==> src/rtl/crc_check_if.sv <==
// rtl/crc_check_if.sv - dibit stream and frame-status signals of the CRC checker
//
// Purpose: bundles the received dibit stream (d/sop/eop), the stripped payload
// stream (d_out/vld_out/sop_out/eop_out) and the per-frame status strobe
// (done/crc_ok/runt) so the checker and its source/sink connect as one port.
//
// Signals:
//   d[1:0]      received dibit, d[0] is the earlier bit in time
//   sop, eop    first / last dibit of an input frame (last dibit is FCS)
//   d_out[1:0]  payload dibit with the FCS removed
//   vld_out     d_out carries a payload dibit
//   sop_out     first payload dibit of a frame
//   eop_out     last payload dibit of a frame
//   done        one-cycle frame status strobe
//   crc_ok      FCS good (valid with done)
//   runt        frame shorter than 17 dibits (valid with done)
//
// Modports: master drives the input stream and observes results;
//           slave is the checker itself.

interface crc_check_if;
  logic [1:0] d;
  logic       sop;
  logic       eop;
  logic [1:0] d_out;
  logic       vld_out;
  logic       sop_out;
  logic       eop_out;
  logic       done;
  logic       crc_ok;
  logic       runt;

  modport master (
    output d, sop, eop,
    input  d_out, vld_out, sop_out, eop_out, done, crc_ok, runt
  );

  modport slave (
    input  d, sop, eop,
    output d_out, vld_out, sop_out, eop_out, done, crc_ok, runt
  );
endinterface

==> src/rtl/crc_check.sv <==
// rtl/crc_check.sv - dibit-serial CRC-32 frame checker with FCS stripping
//
// Purpose: absorbs every dibit of a frame (sop..eop, FCS included) into a
// 32-bit MSB-first LFSR, delays the stream by 16 dibits so the trailing FCS
// never leaves the block, and reports one status strobe per frame.
//
// Ports:
//   clk   single clock, rising edge
//   rst   asynchronous active-high reset
//   bus   crc_check_if.slave: d/sop/eop in; d_out/vld_out/sop_out/eop_out,
//         done/crc_ok/runt out (all outputs registered)
//
// Parameters:
//   N        CRC width (32 only)
//   POLY     generator polynomial, normal form
//   RESIDUE  register value of a good frame after the FCS is absorbed

module crc_check #(
  parameter int             N       = 32,
  parameter logic [N-1:0]   POLY    = 32'h04C11DB7,
  parameter logic [N-1:0]   RESIDUE = 32'hC704DD7B
) (
  input  logic        clk,
  input  logic        rst,
  crc_check_if.slave  bus
);

  typedef enum logic {IDLE, RECV} state_t;

  state_t       state, state_nx;
  logic [N-1:0] crc, crc_base, crc_mid, crc_nx;
  logic [4:0]   cnt, held, cnt_nx;
  logic [1:0]   dl [0:15];

  logic         in_frame;
  logic         abort;
  logic         fin;
  logic         fwd;

  logic [1:0]   d_out_nx;
  logic         vld_nx, sop_out_nx, eop_out_nx;
  logic         done_nx, crc_ok_nx, runt_nx;

  // One serial MSB-first LFSR step.
  function automatic logic [N-1:0] lfsr_step(input logic [N-1:0] c, input logic b);
    lfsr_step = {c[N-2:0], 1'b0} ^ ((b ^ c[N-1]) ? POLY : '0);
  endfunction

  always_comb begin
    state_nx   = state;
    in_frame   = bus.sop || (state == RECV);
    // sop restarts counting, so the sop dibit itself sees an empty delay line
    held       = bus.sop ? 5'd0 : cnt;
    cnt_nx     = cnt;
    crc_base   = bus.sop ? '1 : crc;
    crc_mid    = lfsr_step(crc_base, bus.d[0]);
    crc_nx     = lfsr_step(crc_mid, bus.d[1]);
    abort      = bus.sop && (state == RECV);
    fin        = in_frame && bus.eop && !abort;
    fwd        = in_frame && (held >= 5'd16);

    d_out_nx   = 2'b00;
    vld_nx     = 1'b0;
    sop_out_nx = 1'b0;
    eop_out_nx = 1'b0;
    done_nx    = 1'b0;
    crc_ok_nx  = 1'b0;
    runt_nx    = 1'b0;

    if (bus.sop) begin
      state_nx = bus.eop ? IDLE : RECV;
    end else if ((state == RECV) && bus.eop) begin
      state_nx = IDLE;
    end

    if (in_frame) begin
      cnt_nx = (held == 5'd17) ? 5'd17 : held + 5'd1;
    end

    // The oldest held dibit is payload whenever 16 newer dibits follow it,
    // which is why the trailing 16 FCS dibits are never forwarded.
    if (fwd) begin
      vld_nx     = 1'b1;
      d_out_nx   = dl[15];
      sop_out_nx = (held == 5'd16);
      eop_out_nx = bus.eop;
    end

    if (abort) begin
      done_nx = 1'b1;
    end else if (fin) begin
      done_nx   = 1'b1;
      runt_nx   = (held < 5'd16);
      crc_ok_nx = (held >= 5'd16) && (crc_nx == RESIDUE);
    end
  end

  always_ff @(posedge clk or posedge rst) begin
    if (rst) begin
      state       <= IDLE;
      cnt         <= 5'd0;
      crc         <= '1;
      bus.d_out   <= 2'b00;
      bus.vld_out <= 1'b0;
      bus.sop_out <= 1'b0;
      bus.eop_out <= 1'b0;
      bus.done    <= 1'b0;
      bus.crc_ok  <= 1'b0;
      bus.runt    <= 1'b0;
    end else begin
      state       <= state_nx;
      cnt         <= cnt_nx;
      if (in_frame) begin
        crc <= crc_nx;
      end
      bus.d_out   <= d_out_nx;
      bus.vld_out <= vld_nx;
      bus.sop_out <= sop_out_nx;
      bus.eop_out <= eop_out_nx;
      bus.done    <= done_nx;
      bus.crc_ok  <= crc_ok_nx;
      bus.runt    <= runt_nx;
    end
  end

  // Delay line is not reset: the counter gates forwarding until it is refilled.
  always_ff @(posedge clk) begin
    if (in_frame) begin
      for (int i = 15; i > 0; i--) begin
        dl[i] <= dl[i-1];
      end
      dl[0] <= bus.d;
    end
  end

endmodule
==> src/flat_wrapper.sv <==
// flat-port wrapper written by rule: the top's interface ports become plain ports
module crc_check_flat 
#(
  parameter int             N       = 32,
  parameter logic [N-1:0]   POLY    = 32'h04C11DB7,
  parameter logic [N-1:0]   RESIDUE = 32'hC704DD7B
)
  (clk, rst, bus_d, bus_sop, bus_eop, bus_d_out, bus_vld_out, bus_sop_out, bus_eop_out, bus_done, bus_crc_ok, bus_runt);
  crc_check_if bus_i ();
  input  logic clk;
  input  logic rst;
  input wire logic [$bits(bus_i.d)-1:0] bus_d;
  input wire logic [$bits(bus_i.sop)-1:0] bus_sop;
  input wire logic [$bits(bus_i.eop)-1:0] bus_eop;
  output wire logic [$bits(bus_i.d_out)-1:0] bus_d_out;
  output wire logic [$bits(bus_i.vld_out)-1:0] bus_vld_out;
  output wire logic [$bits(bus_i.sop_out)-1:0] bus_sop_out;
  output wire logic [$bits(bus_i.eop_out)-1:0] bus_eop_out;
  output wire logic [$bits(bus_i.done)-1:0] bus_done;
  output wire logic [$bits(bus_i.crc_ok)-1:0] bus_crc_ok;
  output wire logic [$bits(bus_i.runt)-1:0] bus_runt;
  assign bus_i.d = bus_d;
  assign bus_i.sop = bus_sop;
  assign bus_i.eop = bus_eop;
  assign bus_d_out = bus_i.d_out;
  assign bus_vld_out = bus_i.vld_out;
  assign bus_sop_out = bus_i.sop_out;
  assign bus_eop_out = bus_i.eop_out;
  assign bus_done = bus_i.done;
  assign bus_crc_ok = bus_i.crc_ok;
  assign bus_runt = bus_i.runt;
  crc_check #(.N(N), .POLY(POLY), .RESIDUE(RESIDUE)) u_core (.clk(clk), .rst(rst), .bus(bus_i));
endmodule
==> config.mk <==
export PLATFORM = sky130hd
export DESIGN_NAME = crc_check_flat
export DESIGN_NICKNAME = d
export VERILOG_FILES = /design/src/rtl/crc_check_if.sv /design/src/rtl/crc_check.sv /design/src/flat_wrapper.sv
export SDC_FILE = /design/constraint.sdc
export NUM_CORES = 1
export LEC_CHECK = 0
export CAP_MARGIN = 10
export CELL_PAD_IN_SITES_DETAIL_PLACEMENT = 1
export CELL_PAD_IN_SITES_GLOBAL_PLACEMENT = 1
export CORE_MARGIN = 4
export CORE_UTILIZATION = 49
export DETAILED_ROUTE_END_ITERATION = 12
export PLACE_DENSITY = 0.88
export RECOVER_POWER = 100
export SYNTH_ARGS = -nofsm -noshare
export SYNTH_HDL_FRONTEND = slang
export SYNTH_SLANG_ARGS = --single-unit
==> constraint.sdc <==
create_clock -name clk -period 2.1 [get_ports clk]
set_clock_uncertainty 0.1 [all_clocks]
set_input_delay 0.42 -clock clk [delete_from_list [all_inputs] [get_ports clk]]
set_output_delay 0.42 -clock clk [all_outputs]
set_load 0.01 [all_outputs]
==> impl_metrics.tcl <==
set metrics [dict create \
    syn_area_um2 3520 \
    synthCells 298 \
    tightest_slew_ns 1.13 \
    cap_violations 0 \
    p_int_mw 2.48 \
    clk_latency_ns 0.36 \
    die-area_um2 8610 \
    layout_min_cycle_time_ns 2.01 \
    wl_per_cell_um 19.9 \
    globalRoute.totalOverflow 0 \
    root_buffer "clkbuf_8" \
    p_sw_share_pct 28.9 \
    power.switching_mw 1.01 \
    relSlewSlack_pct 24.8 \
    ys_seq_area_share_pct 61.1 \
    dp_hpwl_um 5750 \
    drt_iter0_drc 134 \
    rsz0062_at_grt "false" \
    grt_use_total_pct 22.1 \
    cp_data_arrival_time_ns 2.17 \
    crit_type "reg -> reg" \
    via_count 2519 \
    initial_utilization_pct 51.0 \
    drc 0 \
    worstPathRequired_ns 2.26 \
    worstHoldStart "u_core.dl[0][13]" \
    grt_first_pass_wirelength_um 14300 \
    syn-mean-instance-area_um2 11.8 \
    clk_pin_slew_ns 0.09 \
    power_frac_seq_pct 55.4 \
    cts-htree-levels 3 \
    final-hold-violation-count 0 \
    comb_power_share_pct 13.9 \
    async_flop_share_pct 59.0 \
    fp.coreArea_um2 6910 \
    cp-startpoint "u_core.crc[30]" \
    fin_area_um2 4160 \
    cp-end-kind "flip-flop" \
    yosys_warnings 0 \
    finalSetupViolations 0 \
    cp-start-kind "flip-flop" \
    nets 347 \
    gp_congestion 0.810 \
    hold_buffers 0 \
    drive_gt1_share_pct 27.4 \
    antenna_cells 0 \
    ys.flop_type "edfxtp_1" \
    placed_cells 422 \
    die_x_um 92.8 \
    fmax_ghz 0.497 \
    port_buffers 13 \
    ant_nets 0 \
    first_pass_iters 4 \
    syn_nets 307 \
    clockPowerShare_pct 30.7 \
    grt_pass1_vias 2745 \
    die_h_um 92.8 \
    p_leak_nw 1.65 \
    ir_worst_vdd_uv 400 \
    cts.sinks 78 \
    wirelength_um 8720 \
    synth_cell_type_count 50 \
    ios 14 \
    ys_ff_latch 78 \
    vias_per_cell 5.74 \
    area_growth_pct 18.2 \
    rrSetupSlack_ns 0.09 \
    rows 30 \
    instances_no_fill 439 \
    synth_edf_count 32 \
    placed_area_um2 4010 \
    crit_fanout 6 \
    antenna_found_initial 0 \
    grt_max_degree 50 \
    hold_class "reg -> reg" \
    drv_slew 0 \
    reg2reg_from "u_core.crc[30]" \
    cts_buffers 9 \
    cts_tree "built" \
    clk_path_buf_depth 2 \
    period_share_pct 95.8 \
    p_per_area_nw_per_um2 837 \
    outcome "finished, final reports clean" \
]
## flip-flops by register name, indices dropped and copies added (netlist names)
register,cells
u_core.crc,32
u_core.bus.crc_ok,1
u_core.bus.d_out,2
u_core.bus.eop_out,1
u_core.bus.runt,1
u_core.bus.vld_out,1
u_core.state,1
u_core.cnt,5
u_core.bus.sop_out,1
u_core.bus.done,1
u_core.dl,32
## through the flow
step                      hold WS [ns]  power [mW]  setup TNS (ns)  utilization (%)  setup slack (ns)
after global routing             0.327        3.65               0             60.3           0.00274
final                            0.320        3.49               0             60.3            0.0879
after floorplan                  0.300        2.23               0                -            0.0690
after global placement           0.301        2.39           -3.53             58.0            -0.247
after detailed placement         0.305        2.44           -6.40             58.0            -0.267
after CTS                        0.315        3.53               0             60.7            0.0618
## synth_stat cells (2+ instances only)
library cell	instances	area, um2
a21oi_1	27	135
and2_1	4	25.0
and3_1	2	12.5
buf_1	3	11.3
buf_2	8	40.0
clkbuf_1	9	33.8
dfrtp_1	14	350
dfstp_2	32	841
edfxtp_1	32	961
ha_1	3	37.5
inv_1	8	30.0
mux2i_1	11	110
nand2_1	27	101
nand3_1	5	25.0
nand4_1	2	12.5
nand4b_1	2	17.5
nor2_1	22	82.6
nor3_1	2	10.0
nor4_1	2	12.5
nor4b_1	3	26.3
o211ai_1	2	15.0
o21ai_0	10	50.1
o22a_1	11	96.3
o22ai_1	9	56.3
o32a_1	2	20.0
or3_1	3	18.8
xnor2_1	11	96.3
xnor2_2	2	32.5
xor2_1	9	78.8
## worst paths after layout
kind                                          end  depth (start not counted)
min in group asynchronous           u_core.cnt[4]                          3
worst min register to register   u_core.dl[0][15]                          0
worst min-delay path             u_core.dl[0][15]                          0
max in group asynchronous       u_core.bus.crc_ok                          3
worst max register to register  u_core.bus.crc_ok                          6
worst max-delay path            u_core.bus.crc_ok                          6
## critical path, stage by stage, from the launching register on
cell     delay, ns
dfstp_2       0.58
buf_4         0.19
xnor2_2       0.18
xnor2_1       0.12
o32a_1        0.34
o32a_1        0.18
nor4_2        0.22
## area by class of cell
cell class	instances	area, um2
clock buffers	9	124
clock inverters	7	61.3
fillers	752	2740
inverters	9	37.5
multi-input cells	191	1270
flip-flops and latches	78	2150
well taps	96	120
repair buffers	49	397
## cells in the final DEF (no fill, tap or decap), types with 5 or more instances in the layout
master          n
dfstp_2        32
edfxtp_1       32
nand2_1        27
a21oi_1        27
nor2_1         22
buf_4          22
dfrtp_1        14
mux2i_1        11
o22a_1         11
o21ai_0        10
xnor2_1        10
xor2_1          9
o22ai_1         9
clkbuf_8        9
dlygate4sd3_1   9
inv_1           6
nand3_1         5
clkbuf_1        5
## power by group through the flow
stage | Sequential [mW] | Clock [mW] | Combinational, mW
after floorplan | 1.90 | 0 | 0.323
after global placement | 1.94 | 0 | 0.455
after detailed placement | 1.95 | 0 | 0.490
after CTS | 1.93 | 1.10 | 0.500
after global routing | 1.95 | 1.17 | 0.534
final | 1.93 | 1.07 | 0.484
## metal layers
metal | track usage (%) | wire length [um] | up-vias
li1 | - | - | 1149
met1 | 26.7 | 3590 | 1292
met2 | 38.3 | 4580 | 62
met3 | 5.85 | 370 | 16
met4 | 7.08 | 168 | 0
met5 | 0 | 0 | -
## what timing repair did
action                                  CTS  global route
endpoints found under the setup margin    0             1
setup buffers                             0             1
resized for setup                         0             3
## cell families (layout without fill, tap and decap cells)
family / count (synthesis) / count (layout) / synth area share (%)
buf+inv: 29 / 74 / 3.37
compound gates: 70 / 70 / 12.9
flops: 78 / 78 / 61.1
simple gates: 83 / 83 / 12.0
xor+xnor: 22 / 22 / 5.89
mux: 12 / 12 / 3.44
fa+ha+maj: 4 / 4 / 1.35
(Power assumes the default switching activity.)
==> edit, RTL diff (same flow settings) <==
`N` is set to 32 in 2 places; all go to 64. Comments in the files are not updated.
--- a/src/rtl/crc_check.sv
+++ b/src/rtl/crc_check.sv
@@ -17,5 +17,5 @@
 
 module crc_check #(
-  parameter int             N       = 32,
+  parameter int             N       = 64,
   parameter logic [N-1:0]   POLY    = 32'h04C11DB7,
   parameter logic [N-1:0]   RESIDUE = 32'hC704DD7B
--- a/src/flat_wrapper.sv
+++ b/src/flat_wrapper.sv
@@ -2,5 +2,5 @@
 module crc_check_flat 
 #(
-  parameter int             N       = 32,
+  parameter int             N       = 64,
   parameter logic [N-1:0]   POLY    = 32'h04C11DB7,
   parameter logic [N-1:0]   RESIDUE = 32'hC704DD7B
Formal check against the unedited RTL: no difference found for any inputs over 10 cycles, from zero or initial values and one cycle with rst high; that may be too few to reach the edited logic, so the function may still have changed.
==> edit against the original RTL <==
  * Total power increased by 26%
  * Critical path depth increased by 1
  * Core utilization decreased by 2.9 points
  * Worst setup slack got worse by 0.067 ns
  * Clock power increased by 24%
  * Sequential cell count increased by 32
  * Count of clock-buffer cells in the layout increased by 4
  * Area after synthesis increased by 40%
  * Wire length increased by 38%
  * Final area increased by 35%
==> edit: results (changes against the original RTL) <==
- Outcome: finished clean (unchanged)
- Clock Latency Late Sink: 0.38 ns (was 0.36 ns)
- Clock buffer depth: 2 (unchanged)
- H-Tree Depth: 3 (unchanged)
- Pre-CTS setup slack: -0.263 ns (was -0.267 ns)
- Synth cell count leaders: 64 x dfstp_2, 59 x nand2_1, 43 x mux2i_1 (was 32 x dfstp_2, 32 x edfxtp_1, 27 x a21oi_1, 27 x nand2_1, 22 x nor2_1)
- Synth top area cells: dfstp_2 34%, edfxtp_1 19%, mux2i_1 8.7%, dfrtp_1 7.1%, nand2_1 4.5% (was edfxtp_1 27%, dfstp_2 24%, dfrtp_1 9.9%, a21oi_1 3.8%, mux2i_1 3.1%)
- Post-synth cell types: 47 (was 50)
- Hold/Removal Path Class: reg2reg (unchanged)
- Fin cells: 590 (was 439)
- R2R Path Start: u_core.crc[56]$_DFFE_PP1N_ (was u_core.crc[30]$_DFFE_PP1N_)
- Hold EP: u_core.dl[0][4]$_DFFE_PN_ (was u_core.dl[0][15]$_DFFE_PN_)
- Nets@finish: 461 (was 347)
- R2r setup slk: 0.02 ns (was 0.09 ns)
- R2r worst-path depth: 5 (was 6)
- Post-Syn Nets: 435 (was 307)
- Initial antenna violation count: 0 (unchanged)
- Number of global-route vias before repair: 3,736 (was 2,745)
- Peak supply drop: 0.418 mV (was 0.400 mV)
- Drt via density: 5.74 (about the same)
- GPL Wtd Cong: 0.818 (was 0.810)
- DP Cell Count: 574 (was 422)
- Root Driver: clkbuf_8 (unchanged)
- Post-synth ARST share: 0.709 (was 0.590)
- PortBufs: 13 (unchanged)
- 1st-iter DRT viols: 214 (was 134)
- Area post-placement: 0.00539 mm² (was 0.00401 mm²)
- First-pass GRT wire length: 19.3 mm (was 14.3 mm)
- Crit path launch: bus_sop (was u_core.crc[30]$_DFFE_PP1N_)
- Seq/Total Area, Yosys: 0.606 (was 0.611)
- # diodes: 0 (unchanged)
- Clock period minus worst slack: 2.08 ns (was 2.01 ns)
- Worst-path fanout max: 9 (was 6)
- Worst hold path startpoint: u_core.dl[0][2]$_DFFE_PN_ (was u_core.dl[0][13]$_DFFE_PN_)
- Share of cells above drive strength 1: 0.265 (was 0.274)
- Crit Reg-Reg Endpoint: u_core.bus.crc_ok$_DFF_PP0_ (unchanged)
- Post-synth EDFFs: 32 (unchanged)
- CP Class: in2reg (was reg2reg)
- Primary FF master, synth: dfstp_2 (was edfxtp_1)
- Largest regs: u_core.crc x64, u_core.dl x32, u_core.cnt x5 (was u_core.crc x32, u_core.dl x32, u_core.cnt x5)
- Largest net degree at the start of global routing: 79 (was 50)
- Max-slew headroom: 0.307 (was 0.248)
- Overall routing resource usage: 0.218 (was 0.221)
- Post-Synthesis Cells: 426 (was 298)
- Ys Warns: 0 (unchanged)
- Detailed Place HPWL: 7.74 mm (was 5.75 mm)
- 1st-pass router iterations: 4 (unchanged)
- Hold WS: 0.327 ns (was 0.320 ns)
- Clock buffer count from CTS: 9 (unchanged)
- CP arrival: 2.27 ns (was 2.17 ns)
- P_leak: 2.22 nW (was 1.65 nW)
- Drt wl/cell: 20.4 µm (was 19.9 µm)
## edit: cell types whose count changed in the layout (fill, tap and decap cells not counted), sizes merged, moves of 7 or more
cell   change
a31oi      +7
dfstp     +32
mux2i     +32
nand2     +32
nor3       +8
## edit: cells by family after synthesis
group,after synthesis,share of synthesized area
buffers and inverters,41,0.0345
adder cells (fa/ha/maj),4,0.00964
AO/OA/AOI/OAI,71,0.0849
flip-flops,110,0.606
XOR/XNOR,22,0.0449
AND/OR/NAND/NOR,135,0.132
multiplexers,43,0.0872
## edit: area by class of cell
type,count,area [µm²]
Clock inverter,3,42.5
Sequential cell,110,3000
Tap cell,133,166
Multi-Input combinational cell,275,1820
Clock buffer,13,160
Inverter,13,56.3
Fill cell,1034,4160
Timing Repair Buffer,43,370
## edit: where the power goes
part / total, mW / switching [mW] / leakage (nW) / internal (mW)
sequential: 2.55 / 0.127 / 1.18 / 2.42
combinational: 0.526 / 0.313 / 0.938 / 0.213
clock: 1.33 / 0.701 / 0.0988 / 0.624
total: 4.40 / 1.14 / 2.22 / 3.26
## edit: metal layers
| metal | vias to the layer above | share of wire | global-route usage |
|---|---|---|---|
| li1 | 1552 | - | - |
| met1 | 1747 | 0.41 | 0.265 |
| met2 | 57 | 0.52 | 0.377 |
| met3 | 32 | 0.034 | 0.0543 |
| met4 | 0 | 0.029 | 0.0757 |
| met5 | - | 0 | 0 |
## edit: worst max-delay path: stages
cell             delay [ns]
clkdlybuf4s50_1        0.48
or3_4                  0.42
and2_4                 0.17
buf_4                  0.18
nor3_2                 0.18
o22ai_1                0.15
nor4_4                 0.27
## edit: what timing repair did
item	CTS	global route
buffers inserted	1	0
endpoints found under the setup margin	1	1
pin swaps	4	1
gates resized for setup	1	9
